File: config.mk
export PLATFORM = sky130hd
export DESIGN_NAME = hazard_scoreboard
export DESIGN_NICKNAME = d
export VERILOG_FILES = /design/src/rtl/hazard_scoreboard_pkg.sv /design/src/rtl/hazard_scoreboard_sb_counter.sv /design/src/rtl/hazard_scoreboard.sv
export SDC_FILE = /design/constraint.sdc
export NUM_CORES = 1
export LEC_CHECK = 0
export BUFFER_PORTS_ARGS = -buffer_cell sky130_fd_sc_hd__clkbuf_2
export CORE_MARGIN = 2
export CORE_UTILIZATION = 50
export CTS_BUF_LIST = sky130_fd_sc_hd__clkbuf_2
export DETAILED_ROUTE_END_ITERATION = 8
export GPL_ROUTABILITY_DRIVEN = 0
export PLACE_DENSITY = 0.78
export SLEW_MARGIN = 20
export SYNTH_ARGS = -nofsm -noshare
export SYNTH_HDL_FRONTEND = slang
export SYNTH_SLANG_ARGS = --single-unit
File: constraint.sdc
create_clock -name clk -period 6.31 [get_ports clk]
set_clock_uncertainty 0.2 [all_clocks]
set_input_delay 0.631 -clock clk [delete_from_list [all_inputs] [get_ports clk]]
set_output_delay 0.631 -clock clk [all_outputs]
set_load 0.01 [all_outputs]
File: src/rtl/hazard_scoreboard_pkg.sv
// Shared constants for the pending-write scoreboard beside the ID stage.
package hazard_scoreboard_pkg;
  localparam int DEF_NREG   = 16;
  localparam int DEF_CNT_W  = 2;
  localparam int DEF_PC_REG = 15;
  localparam int REG_W      = 4;
  localparam int PERF_W     = 32;
endpackage

File: src/rtl/hazard_scoreboard_sb_counter.sv
// One per-register pending-write counter: up on issue, down on retire, sticky underflow.
module sb_counter
  import hazard_scoreboard_pkg::*;
#(
  parameter int CNT_W = DEF_CNT_W
) (
  input  logic             clk,
  input  logic             rst,
  input  logic             inc_i,
  input  logic             dec_i,
  output logic [CNT_W-1:0] cnt_o,
  output logic             underflow_o
);

  logic [CNT_W-1:0] cnt_q, cnt_d;
  logic             uf_q, uf_d;

  // Issue and retire to the same register cancel; a retire at zero is a bookkeeping error.
  always_comb begin
    cnt_d = cnt_q;
    uf_d  = uf_q;
    if (inc_i && !dec_i) begin
      if (cnt_q != '1) cnt_d = cnt_q + CNT_W'(1);
    end else if (dec_i && !inc_i) begin
      if (cnt_q == '0) uf_d  = 1'b1;
      else             cnt_d = cnt_q - CNT_W'(1);
    end
  end

  always_ff @(posedge clk or posedge rst) begin
    if (rst) begin
      cnt_q <= '0;
      uf_q  <= 1'b0;
    end else begin
      cnt_q <= cnt_d;
      uf_q  <= uf_d;
    end
  end

  assign cnt_o       = cnt_q;
  assign underflow_o = uf_q;

endmodule

File: src/rtl/hazard_scoreboard.sv
// Scoreboard hazard controller: per-register pending-write counters between ID issue and WB retire.
module hazard_scoreboard
  import hazard_scoreboard_pkg::*;
#(
  parameter int NREG   = DEF_NREG,
  parameter int CNT_W  = DEF_CNT_W,
  parameter int PC_REG = DEF_PC_REG
) (
  input  logic              clk,
  input  logic              rst,
  input  logic              id_valid,
  input  logic              id_wb_en,
  input  logic [REG_W-1:0]  id_dest,
  input  logic [REG_W-1:0]  id_rn,
  input  logic [REG_W-1:0]  id_rdm,
  input  logic              id_two_src,
  input  logic              id_cond_pass,
  input  logic              freeze,
  input  logic              flush,
  input  logic              wb_en,
  input  logic [REG_W-1:0]  wb_dest,
  output logic              hazard,
  output logic [NREG-1:0]   busy_mask,
  output logic              err_underflow,
  output logic [PERF_W-1:0] stall_cycles
);

  localparam logic [REG_W-1:0] PC_IDX = REG_W'(PC_REG);

  logic [NREG-1:0][CNT_W-1:0] cnt;
  logic [NREG-1:0]            inc, dec, busy, uf;
  logic                       rn_busy, rdm_busy, sat, issue, retire;
  logic [PERF_W-1:0]          stall_q, stall_d;

  for (genvar g = 0; g < NREG; g++) begin : g_reg
    sb_counter #(.CNT_W(CNT_W)) u_cnt (
      .clk         (clk),
      .rst         (rst),
      .inc_i       (inc[g]),
      .dec_i       (dec[g]),
      .cnt_o       (cnt[g]),
      .underflow_o (uf[g])
    );
    assign busy[g] = |cnt[g];
  end

  // Counters are pre-edge state, so a register retiring this cycle still stalls once.
  assign rn_busy  = busy[id_rn]  && (id_rn  != PC_IDX);
  assign rdm_busy = busy[id_rdm] && (id_rdm != PC_IDX);
  assign sat      = id_wb_en && (cnt[id_dest] == '1);
  assign hazard   = id_valid && (rn_busy || (id_two_src && rdm_busy) || sat);

  assign issue  = id_valid && id_wb_en && id_cond_pass && !hazard && !freeze && !flush
                  && (id_dest != PC_IDX);
  assign retire = wb_en && (wb_dest != PC_IDX);

  assign inc = issue  ? (NREG'(1) << id_dest) : '0;
  assign dec = retire ? (NREG'(1) << wb_dest) : '0;

  always_comb begin
    stall_d = stall_q;
    if (hazard && !freeze && (stall_q != '1)) stall_d = stall_q + PERF_W'(1);
  end

  always_ff @(posedge clk or posedge rst) begin
    if (rst) stall_q <= '0;
    else     stall_q <= stall_d;
  end

  assign busy_mask     = busy;
  assign err_underflow = |uf;
  assign stall_cycles  = stall_q;

endmodule

==> results.py, run 1 <==
metrics = {
    "layout": {
        "seq_area_mm2": 0.00200,
        "drive_gt1_share_pct": 19.1,
        "post-route-util_pct": 58.6,
        "multiInputGateArea_mm2": 0.00242,
        "design_area_mm2": 0.00516,
        "nets": 591,
        "antennaDiodeCount": 0,
        "syn2layout_area_growth_pct": 12.4,
        "final.fill_count": 790,
    },
    "die": {
        "core_mm2": 0.00881,
        "die_width_um": 99.8,
        "pin_count": 75,
        "die_h_um": 99.8,
        "dieArea_mm2": 0.00997,
        "start_util_pct": 52.2,
        "num_rows": 34,
    },
    "clocking": {
        "root_buffer": "clkbuf_2",
        "cts_made_buffers": 9,
        "cts_setup_buffers": 0,
        "ctsResizeCount": 0,
        "clk_pin_slew_ns": 0.25,
        "cts_num_sinks": 80,
        "htreeDepth": 3,
        "clk_latency_ns": 0.57,
        "max-clock-path-buffers": 2,
        "tritoncts": "yes",
        "cts_hold_buf": 0,
    },
    "synth": {
        "synth_area_leader_cell": "dfrtp_1",
        "yosys-top-cells-area": "dfrtp_1 (44%), xnor2_1 (4.8%), nand3_1 (3.6%)",
        "synth_flop_cell": "dfrtp_1",
        "synth_seq_cells": 80,
        "yosysWarnings": 0,
        "synthTopCellsByCount": "dfrtp_1 (80), nand2_1 (40), nor2_1 (38)",
        "seq_area_frac_synth_pct": 43.6,
        "synthArstFlopShare_pct": 100,
        "synth_edf_count": 0,
        "yosysTopAreaCellShare_pct": 43.6,
        "synth.most_common_cell": "dfrtp_1",
        "synth_cells": 497,
        "post_synth_num_cell_types": 58,
        "syn_nets": 523,
        "synth_area_per_cell_um2": 9.24,
        "syn-cell-area_mm2": 0.00459,
    },
    "timing": {
        "final_max_slew_viol_count": 0,
        "fin_hold_ws_ns": -0.0101,
        "hold_viol": 12,
        "tightestPinTransition_ns": 0.924,
        "setup_viol": 0,
        "period_needed_ns": 3.90,
        "rsz0062_at_grt": "false",
        "fin_setup_tns_ns": 0,
        "fin_crit_sh_pct": 61.8,
        "slew_headroom_pct": 38.2,
        "max_freq_ghz": 0.256,
    },
    "power": {
        "p_sw_share_pct": 32.3,
        "peakVddDrop_v": 0.000140,
        "power_frac_clock_pct": 27.9,
        "power_frac_seq_pct": 56.0,
        "leakagePower_nw": 2.46,
        "internal_power_mw": 0.718,
        "power.total_mw": 1.06,
        "switchingPower_mw": 0.342,
        "p_per_area_mw_per_mm2": 205,
        "power.combinational.fraction_pct": 16.1,
    },
    "critical_path": {
        "cp_slowest_cell": "o311ai_0",
        "path_cells": "nor2_1, a21oi_1, o311ai_0, o21ai_0, or3_1, and2_1, clkbuf_2",
        "cp.required_ns": 5.48,
        "endpoint": "hazard",
        "crit_arrival_ns": 3.07,
        "path_class": "register to output pin",
        "crit_start": "g_reg[13].u_cnt.cnt_o[0]$_DFFE_PP0P_",
        "crit_path_max_fanout": 7,
        "r2r_setup_slack_ns": 2.73,
        "r2r_start": "g_reg[13].u_cnt.cnt_o[0]$_DFFE_PP0P_",
        "worst_setup_path_end_kind": "output pin",
        "critPathLaunchType": "register",
        "rr_endpoint": "g_reg[11].u_cnt.cnt_o[0]$_DFFE_PP0P_",
        "cp_slowest_stage_delay_ns": 0.51,
        "reg2regPathDepth": 9,
    },
    "run_status": {
        "violations": "hold timing",
        "status": "finished, violations left",
    },
    "detailed_routing": {
        "vias_per_cell": 6.13,
        "ant_nets": 0,
        "wl_per_cell_um": 17.7,
        "wl_mm": 12.0,
        "dr.first_iter.drc_count": 344,
        "drt-pass1-iter-count": 5,
        "vias": 4156,
        "drcViolationCount": 0,
    },
    "grt": {
        "gr-total-overflow": 0,
        "grt_pass1_wl_mm": 19.8,
        "grtUsageTotal_pct": 25.3,
        "grt_max_degree": 81,
        "first_global_vias": 3950,
        "antenna_found_initial": 0,
    },
    "min_path": {
        "hp-class": "input port to asynchronous set/reset pin",
    },
    "flow_run": {
        "maxCapViolCount": 0,
    },
    "placement": {
        "io_buffer_count": 74,
        "hpwl_mm": 8.99,
        "post_dp_cell_area_mm2": 0.00503,
    },
}
-- cells by family (layout without fill, tap and decap cells) --
group | count (synthesis) | in the layout | synth area share (%)
AOI/OAI and AO/OA | 107 | 107 | 16.5
xor gates and xnor gates | 32 | 32 | 6.10
adders and majority gates | 1 | 1 | 0.272
buffers and inverters | 43 | 116 | 3.73
DFF | 80 | 80 | 43.6
muxes | 11 | 11 | 3.30
and+or+nand+nor | 223 | 223 | 26.5
-- layout make-up --
class	count	share of cell area, %
multi-input cells	374	47.0
flip-flops and latches	80	38.8
repair buffers	76	7.54
well taps	108	2.62
inverters	24	1.77
clock inverters	7	1.48
clock buffers	9	0.872
-- state kept, by name, summed over array words and instances, names as in the netlist --
signal	cells
stall_cycles	32
g.u_cnt.underflow_o	16
g.u_cnt.cnt_o	32
-- how the worst min path moves through the flow --
stage                                                    to  cells after the start
detailed placement  g_reg[15].u_cnt.underflow_o$_DFFE_PP0P_                      0
global placement    g_reg[15].u_cnt.underflow_o$_DFFE_PP0P_                      0
global route                    stall_cycles[2]$_DFFE_PP0P_                      3
floorplan            g_reg[0].u_cnt.underflow_o$_DFFE_PP0P_                      1
CTS                             stall_cycles[3]$_DFFE_PP0P_                      3
finish                  g_reg[0].u_cnt.cnt_o[0]$_DFFE_PP0P_                      3
-- worst max-delay path, delay by kind of cell, from the launching register on --
family,cells,cell delay (ns)
buf+inv,1,0.12
flops,1,0.49
simple gates,3,0.98
compound gates,3,0.94
-- power by group through the flow --
stage          clock [mW]  combinational, mW  sequential [mW]
5_1_grt             0.321              0.190            0.600
3_5_place_dp            0              0.170            0.602
2_1_floorplan           0              0.104            0.597
4_1_cts             0.300              0.171            0.593
6_report            0.296              0.171            0.594
3_3_place_gp            0              0.165            0.600
-- cell usage in the layout (no fill, tap or decap), drive strengths merged, types with 6 or more instances in the layout --
cell type  instances
clkbuf            83
dfrtp             80
nand2             40
nor2              38
nand3             34
inv               26
xnor2             25
o21ai             18
nor2b             16
a21oi             15
nand4             15
and3              12
nor3              11
o21bai            10
nor4              10
a211oi             9
a31oi              9
nand2b             8
and4               8
nand3b             7
and2               7
a21o               7
xor2               7
o22a               6
o21a               6
-- layer usage --
| layer | part of all wire [%] | vias to the layer above | GRT usage, % |
|---|---|---|---|
| met3 | 8.2 | 24 | 5.50 |
| met1 | 43 | 2027 | 36.3 |
| li1 | - | 1931 | - |
| met4 | 1.7 | 0 | 9.06 |
| met2 | 47 | 174 | 38.2 |
| met5 | 0 | - | 0 |
-- per-stage QoR --
step / setup WS (ns) / std cells
after floorplan: 3.09 / 497
after global placement: 2.56 / 661
after detailed placement: 2.40 / 661
after CTS: 2.46 / 677
after global routing: 2.15 / 678
final: 2.41 / 678
Power figures use the tool's default switching activity.
==> run 2, diff against run 1 <==
--- a/config.mk
+++ b/config.mk
@@ -11,7 +11,7 @@
 export CTS_BUF_LIST = sky130_fd_sc_hd__clkbuf_2
 export DETAILED_ROUTE_END_ITERATION = 8
 export GPL_ROUTABILITY_DRIVEN = 0
-export PLACE_DENSITY = 0.78
+export PLACE_DENSITY = 0.81
 export SLEW_MARGIN = 20
 export SYNTH_ARGS = -nofsm -noshare
 export SYNTH_HDL_FRONTEND = slang
==> constraint.sdc (replaced) <==
create_clock -name clk -period 3.43 [get_ports clk]
set_clock_uncertainty 0.2 [all_clocks]
set_input_delay 0.343 -clock clk [delete_from_list [all_inputs] [get_ports clk]]
set_output_delay 0.343 -clock clk [all_outputs]
set_load 0.01 [all_outputs]
==> run 2 against run 1 <==
  * The run now ends clean
  * Largest cell class unchanged
  * Final area is 2.2% higher
  * Critical path depth stayed put
  * Non-clock buffer count is 17 higher
  * Utilization is 1.3 points higher
  * Via count rose by 3.1%
  * Largest power group unchanged
  * Sequential cell count is the same
  * Clock-buffer cell count is the same
  * Sequential share of layout area shrank 0.85 points
==> results.py, run 2 (synthesized netlist as in run 1, its figures left out) <==
metrics = {
    "placement": {
        "dp_slack_ns": 0.291,
        "hpwl_mm": 9.29,
        "post_dp_cell_area_mm2": 0.00511,
        "post-place-cells": 672,
        "io_buffer_count": 74,
    },
    "die": {
        "dieArea_mm2": 0.00997,
        "core_mm2": 0.00881,
        "pin_count": 75,
        "die_width_um": 99.8,
        "die_h_um": 99.8,
        "start_util_pct": 52.2,
        "num_rows": 34,
    },
    "flow_run": {
        "maxCapViolCount": 0,
    },
    "detailed_routing": {
        "dr.first_iter.drc_count": 437,
        "drt-pass1-iter-count": 5,
        "ant_nets": 0,
        "wl_per_cell_um": 17.5,
        "drcViolationCount": 0,
        "vias_per_cell": 6.17,
        "wl_mm": 12.2,
        "vias": 4286,
    },
    "clocking": {
        "htreeDepth": 3,
        "max-clock-path-buffers": 2,
        "tritoncts": "yes",
        "root_buffer": "clkbuf_2",
        "cts_num_sinks": 80,
        "clk_latency_ns": 0.55,
        "cts_made_buffers": 9,
        "clk_pin_slew_ns": 0.21,
    },
    "critical_path": {
        "cp_slowest_cell": "mux4_2",
        "path_class": "register to output pin",
        "path_cells": "or2_1, mux4_2, o221ai_2, nand4_2, or3_4, and2_1, clkbuf_2",
        "cp.buffers_inverters": 1,
        "cp_top_family": "simple AND/OR/NAND/NOR gates",
        "crit_path_max_fanout": 4,
        "worst_setup_path_end_kind": "output pin",
        "cp_slowest_stage_delay_ns": 0.50,
        "cp.required_ns": 2.89,
        "critPathLaunchType": "register",
        "crit_arrival_ns": 2.88,
    },
    "layout": {
        "drive_gt1_share_pct": 21.8,
        "nets": 608,
        "layout_commonest_cell": "clkbuf_2",
        "final_cell_mix": "clkbuf_2 (83), dfrtp_1 (80), nand2_1 (40)",
        "final_cells": 695,
        "design_area_mm2": 0.00528,
        "syn2layout_area_growth_pct": 14.9,
        "post-route-util_pct": 59.9,
        "antennaDiodeCount": 0,
    },
    "timing": {
        "fin_crit_sh_pct": 99.8,
        "tightestPinTransition_ns": 0.750,
        "slew_headroom_pct": 49.9,
        "rsz0062_at_grt": "true",
        "fin_hold_ws_ns": 0.0707,
        "final_max_slew_viol_count": 0,
        "hold_viol": 0,
        "worst_slack_ns": 0.00821,
        "period_needed_ns": 3.42,
        "max_freq_ghz": 0.292,
        "setup_viol": 0,
    },
    "power": {
        "p_sw_share_pct": 33.0,
        "p_per_area_mw_per_mm2": 356,
        "switchingPower_mw": 0.621,
        "peakVddDrop_v": 0.000136,
        "power_frac_clock_pct": 24.1,
        "leakagePower_nw": 2.52,
        "internal_power_mw": 1.26,
        "power_frac_seq_pct": 58.1,
        "power.combinational.fraction_pct": 17.8,
    },
    "grt": {
        "grt_max_degree": 59,
        "gr-total-overflow": 0,
        "antenna_found_initial": 0,
        "grt_pass1_wl_mm": 19.5,
        "grtUsageTotal_pct": 24.6,
        "first_global_vias": 3924,
    },
    "run_status": {
        "status": "completed",
    },
    "min_path": {
        "hp-class": "input port to register",
    },
}
-- run 2: worst min-delay path, cell delays in order --
cell	delay, ns
clkbuf_2	0.19
nor4_2	0.11
o21ai_0	0.07
nand2_1	0.05
-- run 2: metrics by stage --
step                power [mW]  TNS [ns]
CTS                       1.89         0
global route              1.98   -0.0676
finish                    1.88         0
global placement          1.42         0
detailed placement        1.43         0
floorplan                 1.29         0
-- run 2: path summary, 6_finish.rpt --
| check | startpoint | end | slack (ns) | depth (start not counted) |
|---|---|---|---|---|
| setup / recovery | g_reg[10].u_cnt.cnt_o[0]$_DFFE_PP0P_ | hazard | 0.008 | 7 |
| hold / removal | id_dest[2] | g_reg[3].u_cnt.cnt_o[1]$_DFFE_PP0P_ | 0.07 | 4 |
| setup reg to reg | g_reg[10].u_cnt.cnt_o[0]$_DFFE_PP0P_ | g_reg[13].u_cnt.cnt_o[0]$_DFFE_PP0P_ | 0.07 | 8 |
| hold reg to reg | g_reg[15].u_cnt.underflow_o$_DFFE_PP0P_ | g_reg[15].u_cnt.underflow_o$_DFFE_PP0P_ | 0.22 | 0 |
| max in group asynchronous | rst | g_reg[3].u_cnt.underflow_o$_DFFE_PP0P_ | 2.01 | 4 |
| min in group asynchronous | rst | stall_cycles[2]$_DFFE_PP0P_ | 0.21 | 3 |
-- run 2: what timing repair did --
| action | 4_1_cts | 5_1_grt |
|---|---|---|
| resized for setup | 0 | 4 |
| endpoints found under the hold margin | 57 | 0 |
| hold buffers | 1 | 0 |
| endpoints found under the setup margin | 0 | 1 |
| buffers inserted | 0 | 6 |
-- run 2: final cells by class --
class                   count  area (um2)
fillers                   775        3530
clock buffers               9        45.0
clock inverters             7        53.8
inverters                  24        92.6
flip-flops and latches     80        2000
repair buffers             93         515
well taps                 108         135
multi-input cells         374        2430
-- run 2: routing by layer --
| metal | track usage, % | vias up | share of wire, % |
|---|---|---|---|
| met5 | 0 | - | 0 |
| met4 | 10.2 | 0 | 3.1 |
| met3 | 4.39 | 39 | 9.0 |
| met2 | 37.2 | 237 | 46 |
| met1 | 35.2 | 2041 | 42 |
| li1 | - | 1969 | - |
-- run 2: power groups by stage --
stage | registers, mW | logic [mW] | clock network (mW)
after global routing | 1.10 | 0.368 | 0.507
after detailed placement | 1.11 | 0.323 | 0
after CTS | 1.09 | 0.326 | 0.472
after floorplan | 1.10 | 0.192 | 0
final | 1.09 | 0.335 | 0.453
after global placement | 1.10 | 0.314 | 0
